### config.mk
export PLATFORM = sky130hd
export DESIGN_NAME = hc595_rx
export DESIGN_NICKNAME = d
export VERILOG_FILES = /design/src/rtl/hc595_pkg.sv /design/src/rtl/hc595_sync_edge.sv /design/src/rtl/hc595_rx.sv
export SDC_FILE = /design/constraint.sdc
export NUM_CORES = 1
export LEC_CHECK = 0
export BUFFER_PORTS_ARGS = -buffer_cell sky130_fd_sc_hd__buf_2
export CAP_MARGIN = 20
export CORE_UTILIZATION = 62
export CTS_BUF_LIST = sky130_fd_sc_hd__clkbuf_16
export DETAILED_ROUTE_END_ITERATION = 8
export PLACE_DENSITY = 0.8
export SYNTH_ARGS = -nofsm -noshare
export SYNTH_HDL_FRONTEND = slang
export SYNTH_SLANG_ARGS = --single-unit
### constraint.sdc
create_clock -name clk -period 3.2 [get_ports clk]
set_input_delay 0.48 -clock clk [delete_from_list [all_inputs] [get_ports clk]]
set_output_delay 0.48 -clock clk [all_outputs]
set_load 0.01 [all_outputs]
### src/rtl/hc595_pkg.sv
`default_nettype none
// ============================================================================
//  Module      : hc595_pkg
//  Description : Shared constants, FSM state type and bit-order helper for
//                the HC595 3-wire receiver.
//  Revision    : 1.0 - initial release
// ============================================================================
package hc595_pkg;

    localparam int FRAME_BITS = 16;   // seg byte followed by sel byte
    localparam int BYTE_BITS  = 8;
    localparam int CNT_W      = 5;    // bit counter, saturates at 31

    // DIO carries seg[7] first and sel[0] last.
    localparam bit MSB_FIRST  = 1'b1;

    typedef enum logic [1:0] {
        IDLE  = 2'd0,
        SHIFT = 2'd1,
        FULL  = 2'd2,
        OVER  = 2'd3
    } state_t;

    // Append one serial bit to the frame register in line with the bit order.
    function automatic logic [FRAME_BITS-1:0] shift_in(
        input logic [FRAME_BITS-1:0] sr,
        input logic                  d
    );
        if (MSB_FIRST)
            return {sr[FRAME_BITS-2:0], d};
        else
            return {d, sr[FRAME_BITS-1:1]};
    endfunction

endpackage
`default_nettype wire

### src/rtl/hc595_sync_edge.sv
`default_nettype none
// ============================================================================
//  Module      : hc595_sync_edge
//  Description : Two-flop synchroniser followed by an edge register.
//                level = synchronised pin, rise = one-cycle rising-edge flag.
//  Ports       : clk, reset (async, active-high), din (async pin),
//                level (synchronised level), rise (rising-edge pulse)
//  Revision    : 1.0 - initial release
// ============================================================================
module hc595_sync_edge (
    input  logic clk,
    input  logic reset,
    input  logic din,
    output logic level,
    output logic rise
);

    logic r_s1;
    logic r_s2;
    logic r_s3;

    always_ff @(posedge clk or posedge reset) begin
        if (reset) begin
            r_s1 <= 1'b0;
            r_s2 <= 1'b0;
            r_s3 <= 1'b0;
        end else begin
            r_s1 <= din;
            r_s2 <= r_s1;
            r_s3 <= r_s2;
        end
    end

    assign level = r_s2;
    assign rise  = r_s2 & ~r_s3;

endmodule
`default_nettype wire

### src/rtl/hc595_rx.sv
`default_nettype none
// ============================================================================
//  Module      : hc595_rx
//  Description : HC595 3-wire (SRCLK/DIO/RCLK) receiver. Shifts DIO on each
//                SRCLK rise and commits a 16-bit frame to seg/sel on RCLK.
//  Ports       : clk, reset (async, active-high)
//                SRCLK, DIO, RCLK  - asynchronous serial pins
//                seg, sel          - committed frame bytes
//                frame_valid       - pulse on successful commit
//                frame_err         - pulse on latch with 1..15 or >16 bits
//                timeout_err       - pulse when a partial frame is dropped
//                busy              - frame in progress (state != IDLE)
//  Revision    : 1.0 - initial release
// ============================================================================
module hc595_rx
    import hc595_pkg::*;
#(
    parameter int IDLE_TIMEOUT = 1024
) (
    input  logic       clk,
    input  logic       reset,
    input  logic       SRCLK,
    input  logic       DIO,
    input  logic       RCLK,
    output logic [7:0] seg,
    output logic [7:0] sel,
    output logic       frame_valid,
    output logic       frame_err,
    output logic       timeout_err,
    output logic       busy
);

    localparam int               TMO_W    = $clog2(IDLE_TIMEOUT);
    localparam logic [TMO_W-1:0] TMO_LAST = TMO_W'(IDLE_TIMEOUT - 1);
    localparam logic [CNT_W-1:0] CNT_LAST = CNT_W'(FRAME_BITS - 1);
    localparam logic [CNT_W-1:0] CNT_MAX  = '1;

    logic w_sck_rise;
    logic w_sck_level_unused;
    logic w_rck_rise;
    logic w_rck_level_unused;
    logic w_dio;
    logic w_dio_rise_unused;

    state_t                r_state;
    logic [FRAME_BITS-1:0] r_shreg;
    logic [CNT_W-1:0]      r_bit_cnt;
    logic [TMO_W-1:0]      r_tmo;

    // DIO goes through the same depth as SRCLK so the sampled bit lines up
    // with the SRCLK rise that qualifies it.
    hc595_sync_edge u_sync_srclk (
        .clk   (clk),
        .reset (reset),
        .din   (SRCLK),
        .level (w_sck_level_unused),
        .rise  (w_sck_rise)
    );

    hc595_sync_edge u_sync_rclk (
        .clk   (clk),
        .reset (reset),
        .din   (RCLK),
        .level (w_rck_level_unused),
        .rise  (w_rck_rise)
    );

    hc595_sync_edge u_sync_dio (
        .clk   (clk),
        .reset (reset),
        .din   (DIO),
        .level (w_dio),
        .rise  (w_dio_rise_unused)
    );

    always_ff @(posedge clk or posedge reset) begin
        if (reset) begin
            r_state     <= IDLE;
            r_shreg     <= '0;
            r_bit_cnt   <= '0;
            r_tmo       <= '0;
            seg         <= '0;
            sel         <= '0;
            frame_valid <= 1'b0;
            frame_err   <= 1'b0;
            timeout_err <= 1'b0;
        end else begin
            frame_valid <= 1'b0;
            frame_err   <= 1'b0;
            timeout_err <= 1'b0;

            if (w_rck_rise) begin
                // Latch is judged on the frame as it stood before any
                // coincident SRCLK bit; that bit then opens the next frame.
                case (r_state)
                    FULL: begin
                        seg         <= r_shreg[FRAME_BITS-1:BYTE_BITS];
                        sel         <= r_shreg[BYTE_BITS-1:0];
                        frame_valid <= 1'b1;
                    end
                    SHIFT, OVER: frame_err <= 1'b1;
                    default: ;  // latch in IDLE is ignored
                endcase
                r_tmo <= '0;
                if (w_sck_rise) begin
                    r_shreg   <= shift_in(r_shreg, w_dio);
                    r_bit_cnt <= CNT_W'(1);
                    r_state   <= SHIFT;
                end else begin
                    r_bit_cnt <= '0;
                    r_state   <= IDLE;
                end
            end else if (w_sck_rise) begin
                r_tmo     <= '0;
                r_shreg   <= shift_in(r_shreg, w_dio);
                r_bit_cnt <= (r_bit_cnt == CNT_MAX) ? CNT_MAX : r_bit_cnt + CNT_W'(1);
                case (r_state)
                    IDLE:    r_state <= SHIFT;
                    SHIFT:   r_state <= (r_bit_cnt == CNT_LAST) ? FULL : SHIFT;
                    default: r_state <= OVER;
                endcase
            end else if (r_state != IDLE) begin
                if (r_tmo == TMO_LAST) begin
                    timeout_err <= 1'b1;
                    r_state     <= IDLE;
                    r_bit_cnt   <= '0;
                    r_tmo       <= '0;
                end else begin
                    r_tmo <= r_tmo + TMO_W'(1);
                end
            end
        end
    end

    assign busy = (r_state != IDLE);

endmodule
`default_nettype wire

==> reports/summary.txt <==
Status - complete, no violations
Final nets - 255
CTS resizes - 0
# hold bufs at CTS - 0
Fmax achieved - 0.5334 GHz
Setup Skew - 0.004861 ns
Synth cell types - 43
CTS Sinks - 60
RR Startpoint - u_sync_srclk.r_s3$_DFF_PP0_
Setup crit start kind - flip-flop
Initial antenna violation count - 0
Fin area - 2923 sq um
Crit path DAT - 1.39 ns
Top-area cell type share of the netlist area - 59.76%
Post-route setup TNS - 0 ns
Cell Area, Placed - 2664 sq um
Synth area leaders - dfrtp_1 (60%), nand2_1 (8.8%), mux2_4 (5.4%)
GRT overflow - 0
Tmin final - 1.875 ns
Yosys warning count - 0
CP max stage cell - dfrtp_1
Fin. max-slew vios - 0
Worst setup margin - 1.325 ns
Num ports - 25
RSZ-0062 raised after global routing - false
Crit share post-route - 58.58%
Starting Density - 66.62%
Max VDD drop - 0.4264 mV
R2R depth - 4
Worst EP required - 2.72 ns
Primary FF master, synth - dfrtp_1
Clock Tree Buf Depth - 2
Mapped Cells - 217
Drt first pass iters - 4
Count leader, synth - dfrtp_1
Vias - 1677
Initial DRC count - 140
EDFF count, synth - 0
Post-route DRC - 0
GP Congestion - 0.7855
Largest net degree at the start of global routing - 31
Worst Hold Class - input pin to async pin
Critical path cell sequence - nor2_1, inv_2, buf_2
# diodes - 0
CP Class - flip-flop to primary output
Reg-to-reg setup timing slack - 1.35 ns
H-tree levels - 3
WL final - 4.463 mm
Via density - 5.590
Fin util - 77.51%
Worst setup EP type - primary output
Pleak - 1.499 nW
FILL cells - 235
Num rows - 22
Port Buffer Count - 24
DRT antenna net count - 0
Post-Syn Area per Cell - 11.58 sq um
Clock root cell - clkbuf_16
Die Span Y - 65.66 um
Top cells by instance count after synthesis - dfrtp_1 (60), nand2_1 (59), nor2_1 (11)
CTS Buf Count - 9
Final hold vios - 0
Postcts setup bufs - 0
Max-Slew Margin vs Limit - 49.68%
Worst-Skew Late Latency - 0.32 ns
Top cell type by total area after synthesis - dfrtp_1
Detail Placement HPWL - 2.863 mm
Area grow syn2layout - 16.33%
Asr flop ratio synth - 100.0%
Net Count, Synth - 224
Max Used Layer - met4
Mapped Area - 2512 sq um
Layout cells sized above 1 - 26.98%
Final hold slack - 0.2302 ns
Post-DR wirelength/cell - 14.88 um
M1 WL - 2.114 mm
# setup viols final - 0
Reg clk slew, reported paths - 0.05 ns
Power density over cell area - 609.0 nW/um^2
CTS tree - done
Met3 WL post-DR - 221 um
Area of the core - 3771 sq um
Total global-route track usage - 24.40%
#FFs+latches synth - 60
Crit-path max FO - 6
Die Wd - 65.66 um
Met2 Wirelength - 2.079 mm
Worst path max stage delay - 0.46 ns
Setup WS pre-CTS - 1.379 ns
Worst-margin pin slew - 0.7548 ns
MaxCap Viol Count - 0
Vias in the first global route - 1610
Worst R2R End - r_bit_cnt[0]$_DFFE_PP0P_
Post-synthesis sequential area ratio - 59.76%
Die area - 4311 sq um
First-pass GRT wire length - 7.610 mm
[routing by layer]
layer	track usage, %	up-vias
li1	-	802
met1	33.02	824
met2	36.61	45
met3	8.333	6
met4	8.424	0
met5	0	-
[sequential cells by signal, indices dropped and copies added (netlist names)]
signal              count
frame_err               1
u_sync_rclk.level       1
u_sync_srclk.r_s3       1
r_bit_cnt               5
seg                     8
u_sync_dio.r_s1         1
sel                     8
r_shreg                16
u_sync_srclk.r_s1       1
r_tmo                  10
u_sync_rclk.r_s3        1
r_state                 2
u_sync_dio.level        1
timeout_err             1
u_sync_rclk.r_s1        1
u_sync_srclk.level      1
frame_valid             1
[metrics by stage]
stage | total power [mW] | instances
after floorplan | 0.9411 | 217
after global placement | 0.9699 | 285
after detailed placement | 0.9765 | 285
after CTS | 1.796 | 300
after global routing | 1.851 | 300
final | 1.780 | 300
[worst max path at each step]
| stage | from | to | slack (ns) | depth (start not counted) |
|---|---|---|---|---|
| floorplan | reset | frame_err$_DFF_PP0_ | 1.24 | 1 |
| global placement | u_sync_srclk.r_s3$_DFF_PP0_ | r_bit_cnt[0]$_DFFE_PP0P_ | 1.44 | 4 |
| detailed placement | u_sync_srclk.r_s3$_DFF_PP0_ | r_bit_cnt[3]$_DFFE_PP0P_ | 1.38 | 4 |
| CTS | r_state[0]$_DFFE_PP0P_ | busy | 1.33 | 3 |
| global route | u_sync_srclk.r_s3$_DFF_PP0_ | r_bit_cnt[0]$_DFFE_PP0P_ | 1.15 | 4 |
| finish | r_state[0]$_DFFE_PP0P_ | busy | 1.33 | 3 |
[report_power, final]
group,total (mW),internal (mW),switching (mW)
sequential,0.859,0.813,0.0459
combinational,0.108,0.0388,0.0694
clock,0.813,0.509,0.303
[cells in the final DEF, fill, tap and decap left out, types with 3 or more instances in the layout]
cell type,n
a21oi_1,6
nand2_1,59
buf_4,4
mux2_4,9
buf_2,24
o21ai_0,3
a31oi_1,5
clkinv_2,3
xnor2_1,3
nand3_1,6
clkbuf_16,9
or3_1,4
nor2_1,11
dfrtp_1,60
mux2_2,7
[worst max-delay path, delay by kind of cell (launching register included)]
kind                   cells  cell delay (ns)
flip-flops                 1             0.46
AND/OR/NAND/NOR            1             0.32
buffers and inverters      2             0.30
[area by class of cell]
cell class	instances	area, sq um	area share (%)
Tap cell	48	60.06	2.055
Clock buffer	9	225.2	7.705
Sequential cell	60	1501	51.37
Multi-Input combinational cell	146	940.9	32.19
Timing Repair Buffer	28	150.1	5.137
Clock inverter	6	33.78	1.156
Inverter	3	11.26	0.3853
[cells by family after synthesis]
logic type	after synthesis	share of synthesized area, %
multiplexers	16	8.516
AO/OA/AOI/OAI	26	8.218
buffers and inverters	11	2.789
adder cells (fa/ha/maj)	2	0.9959
flip-flops	60	59.76
AND/OR/NAND/NOR	97	17.98
XOR/XNOR	5	1.743
(Power assumes the default switching activity.)
